$ cat src/rtl/pb_addr_gen.sv
`default_nettype none
// ============================================================================
//  Module   : pb_addr_gen
//  Brief    : HPGP turbo interleaver RAM address generator. Sequences a write
//             phase and a read phase per PHY block, with stall/abort support.
//  Revision : 1.0  initial release
// ============================================================================
module pb_addr_gen #(
    parameter int                ADDR_W  = 12,
    parameter logic [ADDR_W-1:0] LEN_16  = 12'h040,
    parameter logic [ADDR_W-1:0] LEN_136 = 12'h220,
    parameter logic [ADDR_W-1:0] LEN_520 = 12'h820,
    parameter logic [ADDR_W-1:0] OFF_16  = 12'h000,
    parameter logic [ADDR_W-1:0] OFF_136 = 12'h040,
    parameter logic [ADDR_W-1:0] OFF_520 = 12'h260
) (
    input  logic              clk,
    input  logic              rst,
    input  logic              start,
    input  logic [ADDR_W-1:0] len_l,
    input  logic              abort,
    input  logic              din_vld,
    input  logic              dout_rdy,
    output logic [ADDR_W-1:0] enable,
    output logic [ADDR_W-1:0] pb_offset,
    output logic              wen,
    output logic              dout_vld,
    output logic              busy,
    output logic              len_err,
    output logic              done
);

    typedef enum logic [1:0] {
        S_IDLE  = 2'd0,
        S_WRITE = 2'd1,
        S_TURN  = 2'd2,
        S_READ  = 2'd3
    } state_t;

    state_t            r_state, w_state_nxt;
    logic [ADDR_W-1:0] r_cnt, w_cnt_nxt;
    logic [ADDR_W-1:0] r_last, w_last_nxt;
    logic [ADDR_W-1:0] r_pb_offset, w_pb_offset_nxt;
    logic              r_len_err, w_len_err_nxt;
    logic              r_done, w_done_nxt;

    logic              w_len_ok;
    logic [ADDR_W-1:0] w_sel_off;
    logic              w_cnt_last;

    // Map the requested length onto its RAM partition.
    always_comb begin
        w_len_ok  = 1'b1;
        w_sel_off = OFF_16;
        if (len_l == LEN_16) begin
            w_sel_off = OFF_16;
        end else if (len_l == LEN_136) begin
            w_sel_off = OFF_136;
        end else if (len_l == LEN_520) begin
            w_sel_off = OFF_520;
        end else begin
            w_len_ok = 1'b0;
        end
    end

    assign w_cnt_last = (r_cnt == r_last);

    assign wen       = (r_state == S_WRITE) && din_vld && !abort;
    assign dout_vld  = (r_state == S_READ) && !abort;
    assign busy      = (r_state != S_IDLE);
    assign enable    = r_cnt;
    assign pb_offset = r_pb_offset;
    assign len_err   = r_len_err;
    assign done      = r_done;

    always_comb begin
        w_state_nxt     = r_state;
        w_cnt_nxt       = r_cnt;
        w_last_nxt      = r_last;
        w_pb_offset_nxt = r_pb_offset;
        w_len_err_nxt   = 1'b0;
        w_done_nxt      = 1'b0;

        case (r_state)
            S_IDLE: begin
                // abort in IDLE only serves to suppress a coincident start
                if (start && !abort) begin
                    if (w_len_ok) begin
                        w_state_nxt     = S_WRITE;
                        w_last_nxt      = len_l - 1'b1;
                        w_pb_offset_nxt = w_sel_off;
                        w_cnt_nxt       = '0;
                    end else begin
                        w_len_err_nxt = 1'b1;
                    end
                end
            end
            S_WRITE: begin
                if (abort) begin
                    w_state_nxt = S_IDLE;
                    w_cnt_nxt   = '0;
                end else if (din_vld) begin
                    if (w_cnt_last) begin
                        w_state_nxt = S_TURN;
                        w_cnt_nxt   = '0;
                    end else begin
                        w_cnt_nxt = r_cnt + 1'b1;
                    end
                end
            end
            S_TURN: begin
                w_state_nxt = abort ? S_IDLE : S_READ;
            end
            S_READ: begin
                if (abort) begin
                    w_state_nxt = S_IDLE;
                    w_cnt_nxt   = '0;
                end else if (dout_rdy) begin
                    if (w_cnt_last) begin
                        w_state_nxt = S_IDLE;
                        w_cnt_nxt   = '0;
                        w_done_nxt  = 1'b1;
                    end else begin
                        w_cnt_nxt = r_cnt + 1'b1;
                    end
                end
            end
            default: begin
                w_state_nxt = S_IDLE;
                w_cnt_nxt   = '0;
            end
        endcase
    end

    always_ff @(posedge clk) begin
        if (rst) begin
            r_state     <= S_IDLE;
            r_cnt       <= '0;
            r_last      <= '0;
            r_pb_offset <= '0;
            r_len_err   <= 1'b0;
            r_done      <= 1'b0;
        end else begin
            r_state     <= w_state_nxt;
            r_cnt       <= w_cnt_nxt;
            r_last      <= w_last_nxt;
            r_pb_offset <= w_pb_offset_nxt;
            r_len_err   <= w_len_err_nxt;
            r_done      <= w_done_nxt;
        end
    end

endmodule
`default_nettype wire

$ cat config.mk
export PLATFORM = sky130hd
export DESIGN_NAME = pb_addr_gen
export DESIGN_NICKNAME = d
export VERILOG_FILES = /design/src/rtl/pb_addr_gen.sv
export SDC_FILE = /design/constraint.sdc
export NUM_CORES = 1
export LEC_CHECK = 0
export CAP_MARGIN = 25
export CORE_MARGIN = 8
export CORE_UTILIZATION = 43
export DETAILED_ROUTE_END_ITERATION = 12
export PLACE_DENSITY = 0.87
export SYNTH_ARGS = -nofsm -noshare
export SYNTH_HDL_FRONTEND = slang
export SYNTH_SLANG_ARGS = --single-unit
$ cat constraint.sdc
create_clock -name clk -period 1.9 [get_ports clk]
set_input_delay 0.38 -clock clk [delete_from_list [all_inputs] [get_ports clk]]
set_output_delay 0.38 -clock clk [all_outputs]
set_load 0.03 [all_outputs]
==> flow_metrics.env, run 1 <==
export IMPL_vias=1763
export IMPL_gp_congestion=0.879
export IMPL_synth_cell_area_mm2=0.00167
export IMPL_grt_first_pass_wirelength_um=7710
export IMPL_setup_violations=0
export IMPL_die_h_um=78.4
export IMPL_clk_latency_ns=0.29
export IMPL_use_met3_pct=3.76
export IMPL_worstPathRequired_ns=2.08
export IMPL_htreeDepth=2
export IMPL_rows=22
export IMPL_status="finished clean"
export IMPL_clock_sinks=30
export IMPL_switching_power_uw=318
export IMPL_rsz0062_at_grt="true"
export IMPL_cts_tree="built"
export IMPL_period_minus_slack_ns=1.86
export IMPL_arrival_ns=2.05
export IMPL_drt_total_wl_um=5050
export IMPL_ios=47
export IMPL_path_cells="or2_2, or2_2, nor3_4, buf_6, nor2_1, a311oi_1"
export IMPL_timing_final_max_slew_violations=0
export IMPL_synth_cell_type_count=46
export IMPL_combPwrFrac_pct=12.0
export IMPL_final_common_cell="buf_4"
export IMPL_io_buffers=37
export IMPL_antenna_found_initial=0
export IMPL_async_reset_ff_share_pct=0
export IMPL_max_stage_delay_ns=0.39
export IMPL_drt_pass1_iter_count=4
export IMPL_insertedDiodeCount=0
export IMPL_maxCapViolCount=0
export IMPL_clockRootBuffer="clkbuf_8"
export IMPL_fin_crit_sh_pct=98.1
export IMPL_hpwl_um=3570
export IMPL_whs_ns=0.481
export IMPL_crit_type="register to register"
export IMPL_yosys_area_top_type="dfxtp_1"
export IMPL_final_instance_count_excl_fill=313
export IMPL_synth_area_leaders="dfxtp_1 36%, xor2_1 7.3%, buf_4 4.5%"
export IMPL_ir_drop_v=0.000379
export IMPL_p_sw_share_pct=25.0
export IMPL_post_place_cells=301
export IMPL_crit_path_end_kind="register"
export IMPL_design_core_area_mm2=0.00372
export IMPL_grt_max_degree=19
export IMPL_final_nets=286
export IMPL_drc_errors=0
export IMPL_synth_flop_cell="dfxtp_1"
export IMPL_fp_dieW_um=78.4
export IMPL_worstHoldPathType="register to register"
export IMPL_p_int_uw=951
export IMPL_grt_busiest_layer="met2"
export IMPL_worstSetupStartpointType="register"
export IMPL_met1_usage_pct=17.6
export IMPL_start_util_pct=45.1
export IMPL_drive_gt1_share_pct=25.7
export IMPL_layout_common_cells="35 x buf_4, 27 x dfxtp_1, 19 x clkdlybuf4s50_1, 14 x xor2_1, 14 x nor2_1"
export IMPL_drtAntennaViolNets=0
export IMPL_ys_warnings_count=0
export IMPL_clock_path_buffers=2
export IMPL_power_density_mw_per_mm2=513
export IMPL_grt_pass1_vias=1665
export IMPL_synth_cells=195
export IMPL_postSynthAreaPerCell_um2=8.59
export IMPL_grtUsageTotal_pct=15.4
export IMPL_p_leak_uw=0.00112
export IMPL_hold_viol_final=0
export IMPL_dpl_cell_area_mm2=0.00228
export IMPL_seqPwrFrac_pct=49.7
export IMPL_worstPathMaxFanout=8
export IMPL_wl_per_cell_um=16.1
export IMPL_max_clock_freq_mhz=537
export IMPL_grt_overflow_total=0
export IMPL_grt_use_met2_pct=27.3
export IMPL_cts_buffers=5
export IMPL_ys_seq_area_share_pct=35.9
export IMPL_power_uw=1270
export IMPL_synth_edff_count=0
export IMPL_drtIter0Drc=163
export IMPL_dieArea_mm2=0.00615
export IMPL_synth_top_area_share_pct=35.9
export IMPL_clkPwrFrac_pct=38.3
export IMPL_vias_per_cell=5.63
export IMPL_syn2layout_area_growth_pct=47.6
export IMPL_ys_ff_latch=30
export IMPL_finClkSkew_ns=0.0104
export IMPL_cp_common_cell="or2_2"
export IMPL_nFillCells=297
export IMPL_design_area_mm2=0.00247
export IMPL_cts_clk_slew_worst_paths_ns=0.06
export IMPL_critPathSlowestCell="dfxtp_1"
final timing paths:
| path | to | slack, ns | startpoint | cells after the start |
|---|---|---|---|---|
| min reg2reg | r_last[10] | 0.48 | r_last[10] | 1 |
| max | r_last[3] | 0.04 | r_state[0] | 6 |
| min | r_last[10] | 0.48 | r_last[10] | 1 |
| max reg2reg | r_last[3] | 0.04 | r_state[0] | 6 |
metal layers:
| layer | wire length [um] | share of wire, % |
|---|---|---|
| met5 | 0 | 0 |
| met4 | 85 | 1.7 |
| met3 | 306 | 6.1 |
| met2 | 2670 | 53 |
| met1 | 1990 | 39 |
sequential cells by signal, summed over array words and instances (netlist names):
signal,flops
enable,12
len_err,1
r_state,2
r_last,12
done,1
pb_offset,2
area by class of cell:
class | instances | area (um2) | share of cell area, %
clock buffers | 7 | 76.3 | 3.09
inverters | 7 | 26.3 | 1.06
multi-input cells | 148 | 1070 | 43.4
flip-flops and latches | 30 | 604 | 24.5
well taps | 48 | 60.1 | 2.43
repair buffers | 73 | 632 | 25.6
synth_stat cells, drive strengths merged, types with 2 or more instances:
library cell / number
nand2b: 5
xor2: 14
nor3b: 4
o31ai: 5
nand3: 12
nand4: 3
o21ai: 6
dfxtp: 30
nor2: 16
a211oi: 5
nor4: 5
clkbuf: 7
a2bb2oi: 4
or3: 6
or4: 2
and3: 5
nor3: 6
xnor2: 2
o21a: 2
nand4b: 2
a32oi: 4
ha: 3
or2: 2
nand2: 4
buf: 11
a21oi: 6
inv: 7
logic make-up (layout without fill, tap and decap cells):
family          count (synthesis)  count (layout)  synth area share (%)
simple gates                   76              76                  25.6
compound gates                 43              43                  19.1
flops                          30              30                  35.9
buf+inv                        25              87                  7.92
xor+xnor                       16              16                  8.37
fa+ha+maj                       3               3                  2.24
mux                             1               1                 0.673
other cells                     1               9                 0.224
power groups by stage:
stage,clock [uW],sequential [uW],combinational (uW)
floorplan,0,646,76.4
global placement,0,644,139
detailed placement,0,644,143
CTS,492,630,147
global route,517,630,163
finish,486,630,153
worst max-delay path: cells and delay by family, from the launching register on:
family	cells	cell delay, ns
flip-flops	1	0.39
buffers and inverters	1	0.16
AO/OA/AOI/OAI	1	0.27
AND/OR/NAND/NOR	4	0.94
through the flow:
step | util (%) | TNS [ns] | setup WS (ns)
2_1_floorplan | - | 0 | 0.00806
3_3_place_gp | 61.4 | -9.15 | -0.492
3_5_place_dp | 61.4 | -10.24 | -0.551
4_1_cts | 64.5 | 0 | 0.00937
5_1_grt | 66.5 | -0.0396 | -0.0143
6_report | 66.5 | 0 | 0.0363
repair_timing:
item / 4_1_cts / 5_1_grt
gates resized for setup: 28 / 18
hold buffers: 0 / 0
cloned: 0 / 1
pin swaps: 12 / 8
endpoints found under the hold margin: 0 / 0
setup endpoints to repair: 26 / 20
setup buffers: 4 / 0
(Power assumes the default switching activity.)
==> run 2, diff against run 1 <==
==> constraint.sdc (replaced) <==
create_clock -name clk -period 1.9 [get_ports clk]
set_input_delay 0.38 -clock clk [delete_from_list [all_inputs] [get_ports clk]]
set_output_delay 0.38 -clock clk [all_outputs]
set_load 0.01 [all_outputs]
==> run 2 against run 1 <==
  * Clock-buffer cell count unchanged
  * Sequential share of layout area is 0.28 points lower
  * Flip-flop and latch count is the same
  * Highest routed layer unchanged
  * Largest power group unchanged
  * Clock power down 0.8%
  * Cell area grew 1.2%
  * Clock skew barely moved
  * Power decreased by 2.2%
  * Sequential power is essentially flat
  * Largest cell class unchanged
  * Critical path depth grew 1
  * Die area unchanged
  * First-iteration DRC count rose by 6.1%
==> flow_metrics.env, run 2 (synthesis results as in run 1) <==
export IMPL_timing_final_max_slew_violations=0
export IMPL_drt_pass1_iter_count=6
export IMPL_max_clock_freq_mhz=540
export IMPL_worstPathRequired_ns=2.12
export IMPL_holdPathEnd="pb_offset[5]"
export IMPL_vias=1795
export IMPL_drt_total_wl_um=5020
export IMPL_drtIter0Drc=173
export IMPL_final_nets=293
export IMPL_nFillCells=316
export IMPL_p_int_uw=947
export IMPL_dieArea_mm2=0.00615
export IMPL_use_met3_pct=3.53
export IMPL_grt_max_degree=19
export IMPL_p_leak_uw=0.00114
export IMPL_max_stage_delay_ns=0.34
export IMPL_whs_ns=0.431
export IMPL_cp_common_cell="or2_2"
export IMPL_cts_hold_buf=0
export IMPL_drc_errors=0
export IMPL_grtUsageTotal_pct=15.3
export IMPL_worstPathMaxFanout=7
export IMPL_clock_sinks=30
export IMPL_grt_pass1_vias=1731
export IMPL_maxCapViolCount=0
export IMPL_clk_latency_ns=0.29
export IMPL_holdPathStages=3
export IMPL_worstSetupStartpointType="register"
export IMPL_design_area_mm2=0.00250
export IMPL_grt_overflow_total=0
export IMPL_finClkSkew_ns=0.0104
export IMPL_hold_viol_final=0
export IMPL_drtAntennaViolNets=0
export IMPL_ir_drop_v=0.000377
export IMPL_grt_busiest_layer="met2"
export IMPL_htreeDepth=2
export IMPL_clockRootBuffer="clkbuf_8"
export IMPL_ios=47
export IMPL_fin_crit_sh_pct=97.4
export IMPL_clkPwrFrac_pct=38.9
export IMPL_die_h_um=78.4
export IMPL_syn2layout_area_growth_pct=49.3
export IMPL_final_instance_count_excl_fill=320
export IMPL_arrival_ns=2.07
export IMPL_path_cells="buf_4, or2_2, or2_2, nor3_4, buf_6, o311ai_0, a21oi_1"
export IMPL_r2r_start="r_state[1]"
export IMPL_seqPwrFrac_pct=50.8
export IMPL_crit_path_end_kind="register"
export IMPL_cp_top_family="simple AND/OR/NAND/NOR gates"
export IMPL_final_common_cell="buf_4"
export IMPL_met1_usage_pct=17.0
export IMPL_gp_congestion=0.934
export IMPL_critPathSlowestCell="dfxtp_2"
export IMPL_cts_clk_slew_worst_paths_ns=0.07
export IMPL_cts_tree="built"
export IMPL_fp_dieW_um=78.4
export IMPL_post_place_cells=308
export IMPL_power_density_mw_per_mm2=496
export IMPL_insertedDiodeCount=0
export IMPL_combPwrFrac_pct=10.3
export IMPL_design_core_area_mm2=0.00372
export IMPL_p_sw_share_pct=23.7
export IMPL_r2r_end="r_last[11]"
export IMPL_rows=22
export IMPL_clock_path_buffers=2
export IMPL_dpl_cell_area_mm2=0.00232
export IMPL_start_util_pct=45.1
export IMPL_power_uw=1240
export IMPL_period_minus_slack_ns=1.85
export IMPL_critical_path_buf_inv_count=2
export IMPL_crit_type="register to register"
export IMPL_fin_tns_setup_ns=0
export IMPL_switching_power_uw=294
export IMPL_grt_use_met2_pct=26.8
export IMPL_drive_gt1_share_pct=26.1
export IMPL_grt_first_pass_wirelength_um=7650
export IMPL_hpwl_um=3620
export IMPL_r2r_setup_slack_ns=0.05
export IMPL_worstHoldStart="len_l[5]"
export IMPL_cts_buffers=5
export IMPL_rr_worst_depth=7
export IMPL_vias_per_cell=5.61
export IMPL_antenna_found_initial=0
export IMPL_setup_violations=0
export IMPL_io_buffers=37
export IMPL_wl_per_cell_um=15.7
export IMPL_worstHoldPathType="input pin to register"
export IMPL_layout_common_cells="40 x buf_4, 27 x dfxtp_1, 19 x clkdlybuf4s50_1, 14 x xor2_1, 14 x nor2_1"
export IMPL_status="finished clean"
==> run 2: cell types whose count changed in the layout (fill, tap and decap cells not counted), sizes merged <==
cell | before | now
buf | 41 | 45
dlygate4sd2 | 8 | 10
dlymetal6s2s | 4 | 5
==> run 2: power by group through the flow <==
stage	Sequential [uW]	Combinational [uW]	Clock, uW
6_report	630	128	482
3_5_place_dp	644	122	0
4_1_cts	630	125	483
3_3_place_gp	644	118	0
2_1_floorplan	645	57.4	0
5_1_grt	630	138	507
==> run 2: worst register-to-register path, delay by kind of cell (launching register included) <==
kind            cells  cell delay, ns
simple gates        3            0.81
buf+inv             2            0.30
flops               1            0.34
compound gates      2            0.31
==> run 2: worst max-delay path by stage <==
stage / from / end / slack [ns] / cells past startpoint
after global placement: len_l[5] / enable[9] / -0.55 / 6
after floorplan: len_l[5] / enable[9] / -0.05 / 5
after CTS: len_l[3] / r_last[9] / 0.004 / 10
after detailed placement: len_l[5] / enable[10] / -0.61 / 7
after global routing: enable[8] / r_state[1] / -0.06 / 5
final: r_state[1] / r_last[11] / 0.05 / 7
==> run 2: layout make-up <==
| cell class | count | area, um2 | share of cell area (%) |
|---|---|---|---|
| multi-input combinational | 148 | 1040 | 41.5 |
| timing repair buffer | 80 | 694 | 27.8 |
| sequential | 30 | 604 | 24.2 |
| clock buffer | 7 | 76.3 | 3.05 |
| tap | 48 | 60.1 | 2.40 |
| inverter | 7 | 26.3 | 1.05 |
==> run 2: repair_timing <==
item                                    4_1_cts  5_1_grt
gates resized for setup                      31       15
endpoints found under the setup margin       29       26
pin swaps                                    10       10
setup buffers                                 2        2
gates cloned                                  0        1
==> run 2: layer usage <==
layer  wire, um  vias to the layer above  part of all wire (%)
met1       1980                      858                    40
met5          0                        -                     0
met2       2590                       68                    52
li1           -                      858                     -
met4        107                        0                   2.1
met3        337                       11                   6.7
==> run 2: metrics by stage <==
step           setup WS [ns]  util (%)
4_1_cts              0.00403      65.4
3_3_place_gp          -0.549      62.5
2_1_floorplan        -0.0531         -
5_1_grt              -0.0589      67.3
6_report              0.0486      67.3
3_5_place_dp          -0.610      62.5
